### config.mk
export PLATFORM = sky130hd
export DESIGN_NAME = shift_seq8
export DESIGN_NICKNAME = d
export VERILOG_FILES = /design/src/rtl/shift_seq8.sv
export SDC_FILE = /design/constraint.sdc
export NUM_CORES = 1
export LEC_CHECK = 0
export CORE_MARGIN = 2
export CORE_UTILIZATION = 35
export CTS_CLUSTER_DIAMETER = 120
export CTS_CLUSTER_SIZE = 12
export DETAILED_ROUTE_END_ITERATION = 10
export GPL_ROUTABILITY_DRIVEN = 1
export PLACE_DENSITY = 0.67
export SKIP_LAST_GASP = 1
export SLEW_MARGIN = 20
export SYNTH_ARGS = -nofsm -noshare
export SYNTH_HDL_FRONTEND = slang
export SYNTH_SLANG_ARGS = --single-unit
### constraint.sdc
create_clock -name clk -period 2.01 [get_ports clk]
set_clock_uncertainty 0.05 [all_clocks]
set_input_delay 0.402 -clock clk [delete_from_list [all_inputs] [get_ports clk]]
set_output_delay 0.402 -clock clk [all_outputs]
set_load 0.05 [all_outputs]
### src/rtl/shift_seq8.sv
// rtl/shift_seq8.sv - multi-cycle shift sequencer over one 8-bit, 0..3-step shift stage
//
// Purpose: accepts one shift request (operand, op, total amount 0..7). It applies the
//          amount as repeated passes of at most 3 positions through a single small stage.
//          When the last pass completes it returns the result with a one-cycle done pulse.
// Optional feature macro: SHSEQ_FLAGS_EN (adds the zero and cout flag outputs).
// Ports:
//   clk     in   1       rising-edge clock
//   reset   in   1       synchronous, active-high reset
//   start   in   1       request strobe, sampled only while idle
//   op      in   2       00 LSL, 01 LSR, 10 ASR, 11 ROR
//   amt     in   AMT_W   total shift amount
//   d_in    in   DATA_W  operand
//   busy    out  1       high while not idle
//   done    out  1       one-cycle pulse, result valid in this cycle
//   result  out  DATA_W  final value, held until overwritten by the next operation
//   zero    out  1       [SHSEQ_FLAGS_EN] result == 0
//   cout    out  1       [SHSEQ_FLAGS_EN] last bit shifted/rotated out
module shift_seq8 #(
    parameter int DATA_W = 8,
    parameter int AMT_W  = 3,
    parameter int STEP_W = 2
) (
    input  logic              clk,
    input  logic              reset,
    input  logic              start,
    input  logic [1:0]        op,
    input  logic [AMT_W-1:0]  amt,
    input  logic [DATA_W-1:0] d_in,
    output logic              busy,
    output logic              done,
    output logic [DATA_W-1:0] result
`ifdef SHSEQ_FLAGS_EN
    ,
    output logic              zero,
    output logic              cout
`endif
);

    localparam logic [1:0] S_IDLE = 2'd0;
    localparam logic [1:0] S_EXEC = 2'd1;
    localparam logic [1:0] S_DONE = 2'd2;

    localparam logic [1:0] OP_LSL = 2'b00;
    localparam logic [1:0] OP_LSR = 2'b01;
    localparam logic [1:0] OP_ASR = 2'b10;

    localparam logic [AMT_W-1:0] MAX_STEP = AMT_W'(3);

    logic [1:0]        r_state;
    logic [1:0]        r_op;
    logic [AMT_W-1:0]  r_rem;
    logic [DATA_W-1:0] r_acc;
    logic [DATA_W-1:0] r_result;

    logic [STEP_W-1:0] w_step;
    logic [DATA_W-1:0] w_stage;
    logic              w_last;

    // Largest step that does not overshoot the remaining amount, so rem never underflows.
    assign w_step = (r_rem > MAX_STEP) ? 2'd3 : r_rem[STEP_W-1:0];
    assign w_last = (r_rem <= MAX_STEP);

    // Single 0..3-position stage: a 4:1 mux per bit, with fill chosen by op.
    always_comb begin
        w_stage = r_acc;
        case (r_op)
            OP_LSL: begin
                case (w_step)
                    2'd1:    w_stage = {r_acc[6:0], 1'b0};
                    2'd2:    w_stage = {r_acc[5:0], 2'b00};
                    2'd3:    w_stage = {r_acc[4:0], 3'b000};
                    default: w_stage = r_acc;
                endcase
            end
            OP_LSR: begin
                case (w_step)
                    2'd1:    w_stage = {1'b0, r_acc[7:1]};
                    2'd2:    w_stage = {2'b00, r_acc[7:2]};
                    2'd3:    w_stage = {3'b000, r_acc[7:3]};
                    default: w_stage = r_acc;
                endcase
            end
            OP_ASR: begin
                case (w_step)
                    2'd1:    w_stage = {r_acc[7], r_acc[7:1]};
                    2'd2:    w_stage = {{2{r_acc[7]}}, r_acc[7:2]};
                    2'd3:    w_stage = {{3{r_acc[7]}}, r_acc[7:3]};
                    default: w_stage = r_acc;
                endcase
            end
            default: begin
                case (w_step)
                    2'd1:    w_stage = {r_acc[0], r_acc[7:1]};
                    2'd2:    w_stage = {r_acc[1:0], r_acc[7:2]};
                    2'd3:    w_stage = {r_acc[2:0], r_acc[7:3]};
                    default: w_stage = r_acc;
                endcase
            end
        endcase
    end

`ifdef SHSEQ_FLAGS_EN
    logic w_cout;
    logic r_zero;
    logic r_cout;

    // Last bit to leave the stage on this pass; a zero-length step shifts nothing out.
    always_comb begin
        w_cout = 1'b0;
        if (w_step != 2'd0) begin
            case (r_op)
                OP_LSL:  w_cout = r_acc[4'd8 - {2'b00, w_step}];
                OP_LSR,
                OP_ASR:  w_cout = r_acc[{1'b0, w_step} - 3'd1];
                default: w_cout = w_stage[7];
            endcase
        end
    end

    always_ff @(posedge clk) begin
        if (reset) begin
            r_zero <= 1'b0;
            r_cout <= 1'b0;
        end else if (r_state == S_EXEC && w_last) begin
            r_zero <= (w_stage == '0);
            r_cout <= w_cout;
        end
    end

    assign zero = r_zero;
    assign cout = r_cout;
`endif

    always_ff @(posedge clk) begin
        if (reset) begin
            r_state  <= S_IDLE;
            r_op     <= 2'b00;
            r_rem    <= '0;
            r_acc    <= '0;
            r_result <= '0;
        end else begin
            case (r_state)
                S_IDLE: begin
                    if (start) begin
                        r_acc   <= d_in;
                        r_rem   <= amt;
                        r_op    <= op;
                        r_state <= S_EXEC;
                    end
                end
                S_EXEC: begin
                    r_acc <= w_stage;
                    r_rem <= r_rem - {{(AMT_W-STEP_W){1'b0}}, w_step};
                    if (w_last) begin
                        r_result <= w_stage;
                        r_state  <= S_DONE;
                    end
                end
                default: begin
                    r_state <= S_IDLE;
                end
            endcase
        end
    end

    assign busy   = (r_state != S_IDLE);
    assign done   = (r_state == S_DONE);
    assign result = r_result;

endmodule

Word level (Yosys, flattened, before mapping). Index checks and enable logic that the tools add are counted.

Equal/unequal tests: 9. Magnitude comparators: 2. Reduce and logical (&&, ||, !) cells: 8. Mux-type cells: 13. $add $sub $neg: 1.

Operators with widths (count): case mux 8 bit (3 select lines) (4); case mux 7 bit (3 select lines) (1); case mux 8 bit (2 select lines) (1); equality test 2 bit (second input constant) (4); 2-to-1 mux 8 bit (1); AND reduction 2 bit (4); equality test 2 x 1 -> 1 bit (second input constant) (3); 2-to-1 mux 2 bit (3); case mux 3 bit (2 select lines) (1); logical NOT 2 bit (2); inequality test 2 bit (second input constant) (2); case mux 2 bit (2 select lines) (1); nonzero test 2 bit (2); greater-than comparator 3 x 2 -> 1 bit (second input constant) (1); <= comparator 3 x 2 -> 1 bit (second input constant) (1); 2-to-1 mux 3 bit (1); subtractor 3 x 2 -> 3 bit (1).

Flip-flop bits (word level): 23. Logic and storage cells: 38.

Longest topological paths before layout.
Depth in word-level cells: 6. Gate-level depth with buffers: 7. Mapped depth without buffers: 6.

Least setup slack after synthesis. Ideal clock, no wire load.

Path kind: reg2out. From: register r_state[1]. To: output port done. Data arrival time: 1.145 ns. Setup slack: 0.413 ns. Stages on the path, launching flop included: 3. Required time: 1.558 ns. Buffers on the path: 1. Cells stage by stage: dfxtp_1 > buf_4 > nor2b_1.

Cells in the longest elaborated chain, start to end: 1.

RTL lines: from (decl) (line 50) `logic [1:0] r_state;`; from (signal assigned) (line 137) `r_state <= S_IDLE;`; from (signal assigned) (line 149) `r_state <= S_EXEC;`; from (signal assigned) (line 157) `r_state <= S_DONE;`; equality test 2 bit (line 168) `assign done = (r_state == S_DONE);`; to (decl) (line 31) `output logic done,`.

Every way passes these cells.

Worst setup path after layout.
From: register r_result[3] (netlist: result[3]). To: output port result[3].

RTL lines: from (decl) (line 54) `logic [DATA_W-1:0] r_result;`; from (signal assigned) (line 156) `r_result <= w_stage;`; to (decl) (line 32) `output logic [DATA_W-1:0] result`.

No word-level cell between the ends.

==> metrics.md <==
| Metric | Value |
|---|---|
| IO Port Bufs | 25 |
| TritonCTS clock tree | yes |
| Remaining antenna violation count after routing | 0 |
| Leak pwr | around 0.73 nW |
| Net count reported at finish | 262 |
| DRC Markers | 0 |
| Synth Instances | about 220 |
| Register area | 462 sq um |
| Worst hold stages | 2 |
| Hold Worst Slack | approximately 0.43 ns |
| Die Span X | roughly 74 um |
| R2R depth | 6 |
| Hold-fix buffers, CTS | 0 |
| Largest cells by area after synthesis | dfxtp_1, a21oi_1, o21ai_0, nor2b_1, clkbuf_8 |
| Peak supply drop | between 0.2 and 0.3 mV |
| Reg2reg setup slack | 0.15 ns |
| Worst Hold Class | register to register |
| Ant diodes | 0 |
| Largest family of logic cells by synthesized area | compound AO/OA/AOI/OAI gates |
| Compound-Gate Fraction of Synth Area | about 33% |
| Launching point of the worst reg2reg path | r_rem[0] |
| Top cells by count, synth | dfxtp_1, a21oi_1, nor2_1 |
| Sum Neg Setup Slack | 0 ns |
| Multi-input gate area | approximately 1100 sq um |
| Fillers | about 510 |
| Routed length per instance | roughly 16 um |
| Worst path arrival time | about 1.4 ns |
| Synth Net Count | ~240 |
| Detailed Routing Iterations Pass 1 | 4 |
| Post-synth top area cell | dfxtp_1 |
| Full die area | about 5500 sq um |
| Worst EP required | around 1.6 ns |
| Critical Path, Cell by Cell | clkdlybuf4s50_1 |
| Total GRT Usage | 19.4% |
| Sequential area share after synthesis | 26.5% |
| H-tree depth | 1 |
| Global route overflow | 0 |
| Fraction of final layout cells sized beyond drive strength 1 | around 17% |
| DP Wirelength | 3780 um |
| Via density | approximately 5.6 |
| Hold Fails Final Rpt | 0 |
| Pin count of the biggest net entering global routing | 20 |
| Final wirelength | between 5000 and 6000 um |
| Final-report max-slew violation count | 0 |
| Startpoint Class | register |
| RD Place Congestion | roughly 0.94 |
| Mux cell area share after synthesis | around 2.4% |
| Post-synthesis adder-cell area fraction | less than 1% |
| Hold path startpoint | result[4] |
| Final Power | ~1.4 mW |
| Synthesized cell area | 1740 sq um |
| Synth Area in XOR/XNOR | less than 1% |
| Clock Pin Slew Worst Setup and Hold Paths | 0.09 ns |
| Synth Warn # | 0 |
| Kind of cell adding the most delay to the critical path | buffers and inverters |
| Ys async rst share | 0% |
| Cell Rows | 25 |
| Worst-path cell with the longest stage delay | clkdlybuf4s50_1 |
| Via count | between 1.5k and 2k |
| Initial core utilization | a little over a third |
| WHS Endpoint | result[4] |
| First-pass GRT wire length | ~8400 um |
| Number of global-route vias before repair | between 1.5k and 2k |
| Worst path bufs/invs | 1 |
| Max Cap Viol | 0 |
| Crit-path max FO | 2 |
| Avg Inst Size Synth | ~8.0 sq um |
| Resized cells post-CTS | 0 |
| Yosys top cell area share | between 20% and 30% |
| FF-to-FF End | r_acc[7] |
| Area grow syn2layout | 19.5% |
| Final setup viols | 0 |
| Post-CTS Setup Inserts | 0 |
| Number of synthesized flops with an enable pin | 0 |
| Chip Height | roughly 74 um |
| PwrDens | between 600 and 700 nW/um^2 |
| Simple-Gate Fraction of Synth Area | between 20 and 30% |
| Crit-path max cell delay | 0.81 ns |
| Final Critical Period | about 1.9 ns |
| Most used DFF post-synth | dfxtp_1 |
| Highest clock rate | between 500 and 600 MHz |
| Root Buffer | clkbuf_8 |
| CTS Buffer Depth | 2 |
| Final worst path period share | about 93% |
| DRT iter0 DRCs | 183 |
| Worst Max-Slew Pin Slew | about 0.57 ns |
| Most common cell in the netlist | dfxtp_1 |
| #FFs+latches synth | 23 |
| Area of the core | roughly 4800 sq um |
| Clk sink count | 23 |
| Clk Latency, worst-skew pair | about 0.27 ns |
| IO Pins | 26 |
| RSZ-0062 raised after global routing | no |
| Initial antenna violation count | 0 |
| CP endpoint kind | primary output |
| Yosys cell types | 60 |
| Relative slew slack | ~62% |
| Status | completed |
| WS Path Type | register to primary output |
| Cts bufs inserted | 3 |
[kinds of logic (layout without fill, tap and decap cells)]
group           after synthesis  after routing
buf+inv                      25             51
fa+ha+maj                     1              1
compound gates               84             84
simple gates                 80             80
xor+xnor                      1              1
mux                           4              4
flops                        23             23
[stage by stage]
step	instances	cell area, sq um	worst slack, ns	utilization, %
global placement	307	2020	0.138	42.5
CTS	311	2070	0.0978	43.6
finish	311	2070	0.131	43.6
detailed placement	307	2020	0.100	42.5
floorplan	218	1740	0.413	-
global route	311	2070	0.0208	43.6
[registers in the layout, summed over array words and instances, names as in the netlist]
signal   count
r_state      2
r_rem        3
r_acc        8
result       8
r_op         2
[final cells by class]
type / instances / share of cell area, %
sequential: 23 / 22.3
tap: 67 / 4.04
inverter: 7 / 1.27
clock inverter: 1 / 0.362
timing repair buffer: 40 / 17.9
multi-input combinational: 170 / 52.2
clock buffer: 3 / 1.99
[where the power goes]
part / internal (mW) / leakage (nW) / switching, mW
clock: 0.140 / 0.0217 / 0.157
sequential: 0.496 / 0.189 / 0.0723
combinational: 0.231 / 0.524 / 0.306
[layout by cell type, fill, tap and decap left out, types with 2 or more instances in the layout]
| cell | n |
|---|---|
| clkdlybuf4s50_1 | 23 |
| dfxtp_1 | 22 |
| a21oi_1 | 19 |
| nor2_1 | 17 |
| o21ai_0 | 16 |
| buf_4 | 16 |
| nand2_1 | 15 |
| nor2b_1 | 12 |
| a22oi_1 | 7 |
| a211oi_1 | 7 |
| inv_1 | 6 |
| nand3_1 | 6 |
| nor3b_1 | 5 |
| nand2b_1 | 3 |
| nor3_1 | 3 |
| and2_1 | 3 |
| o22ai_1 | 3 |
| a31oi_1 | 3 |
| mux2i_1 | 3 |
| clkbuf_8 | 3 |
| or2_2 | 2 |
| a21o_2 | 2 |
| o211ai_1 | 2 |
| nor2_2 | 2 |
| a21oi_2 | 2 |
| o21ai_1 | 2 |
| o2111ai_1 | 2 |
| o221ai_1 | 2 |
| o32ai_1 | 2 |
| nand4_1 | 2 |
| o41ai_1 | 2 |
[how the worst max path moves through the flow]
stage / startpoint / end / slack [ns] / cells after the start
2_1_floorplan: r_state[1] / done / 0.41 / 2
3_3_place_gp: start / r_acc[7] / 0.14 / 6
3_5_place_dp: start / r_acc[7] / 0.10 / 6
4_1_cts: r_rem[2] / r_acc[7] / 0.1 / 6
5_1_grt: r_rem[1] / result[4] / 0.02 / 6
6_report: result[3] / result[3] / 0.13 / 1
[worst min-delay path: cells and delay by family, from the launching register on]
family | cells | cell delay (ns)
AO/OA/AOI/OAI | 1 | 0.06
flip-flops | 1 | 0.32
AND/OR/NAND/NOR | 1 | 0.06
[routing by layer]
metal  GRT usage [%]  wire length [um]  up-vias
met2            28.8              2240       63
met3            4.88               320       13
li1                -                 -      862
met1            27.3              2340      809
met5               0                 0        -
met4            6.94               144        0
No activity file was read; power rests on OpenSTA's default activity.
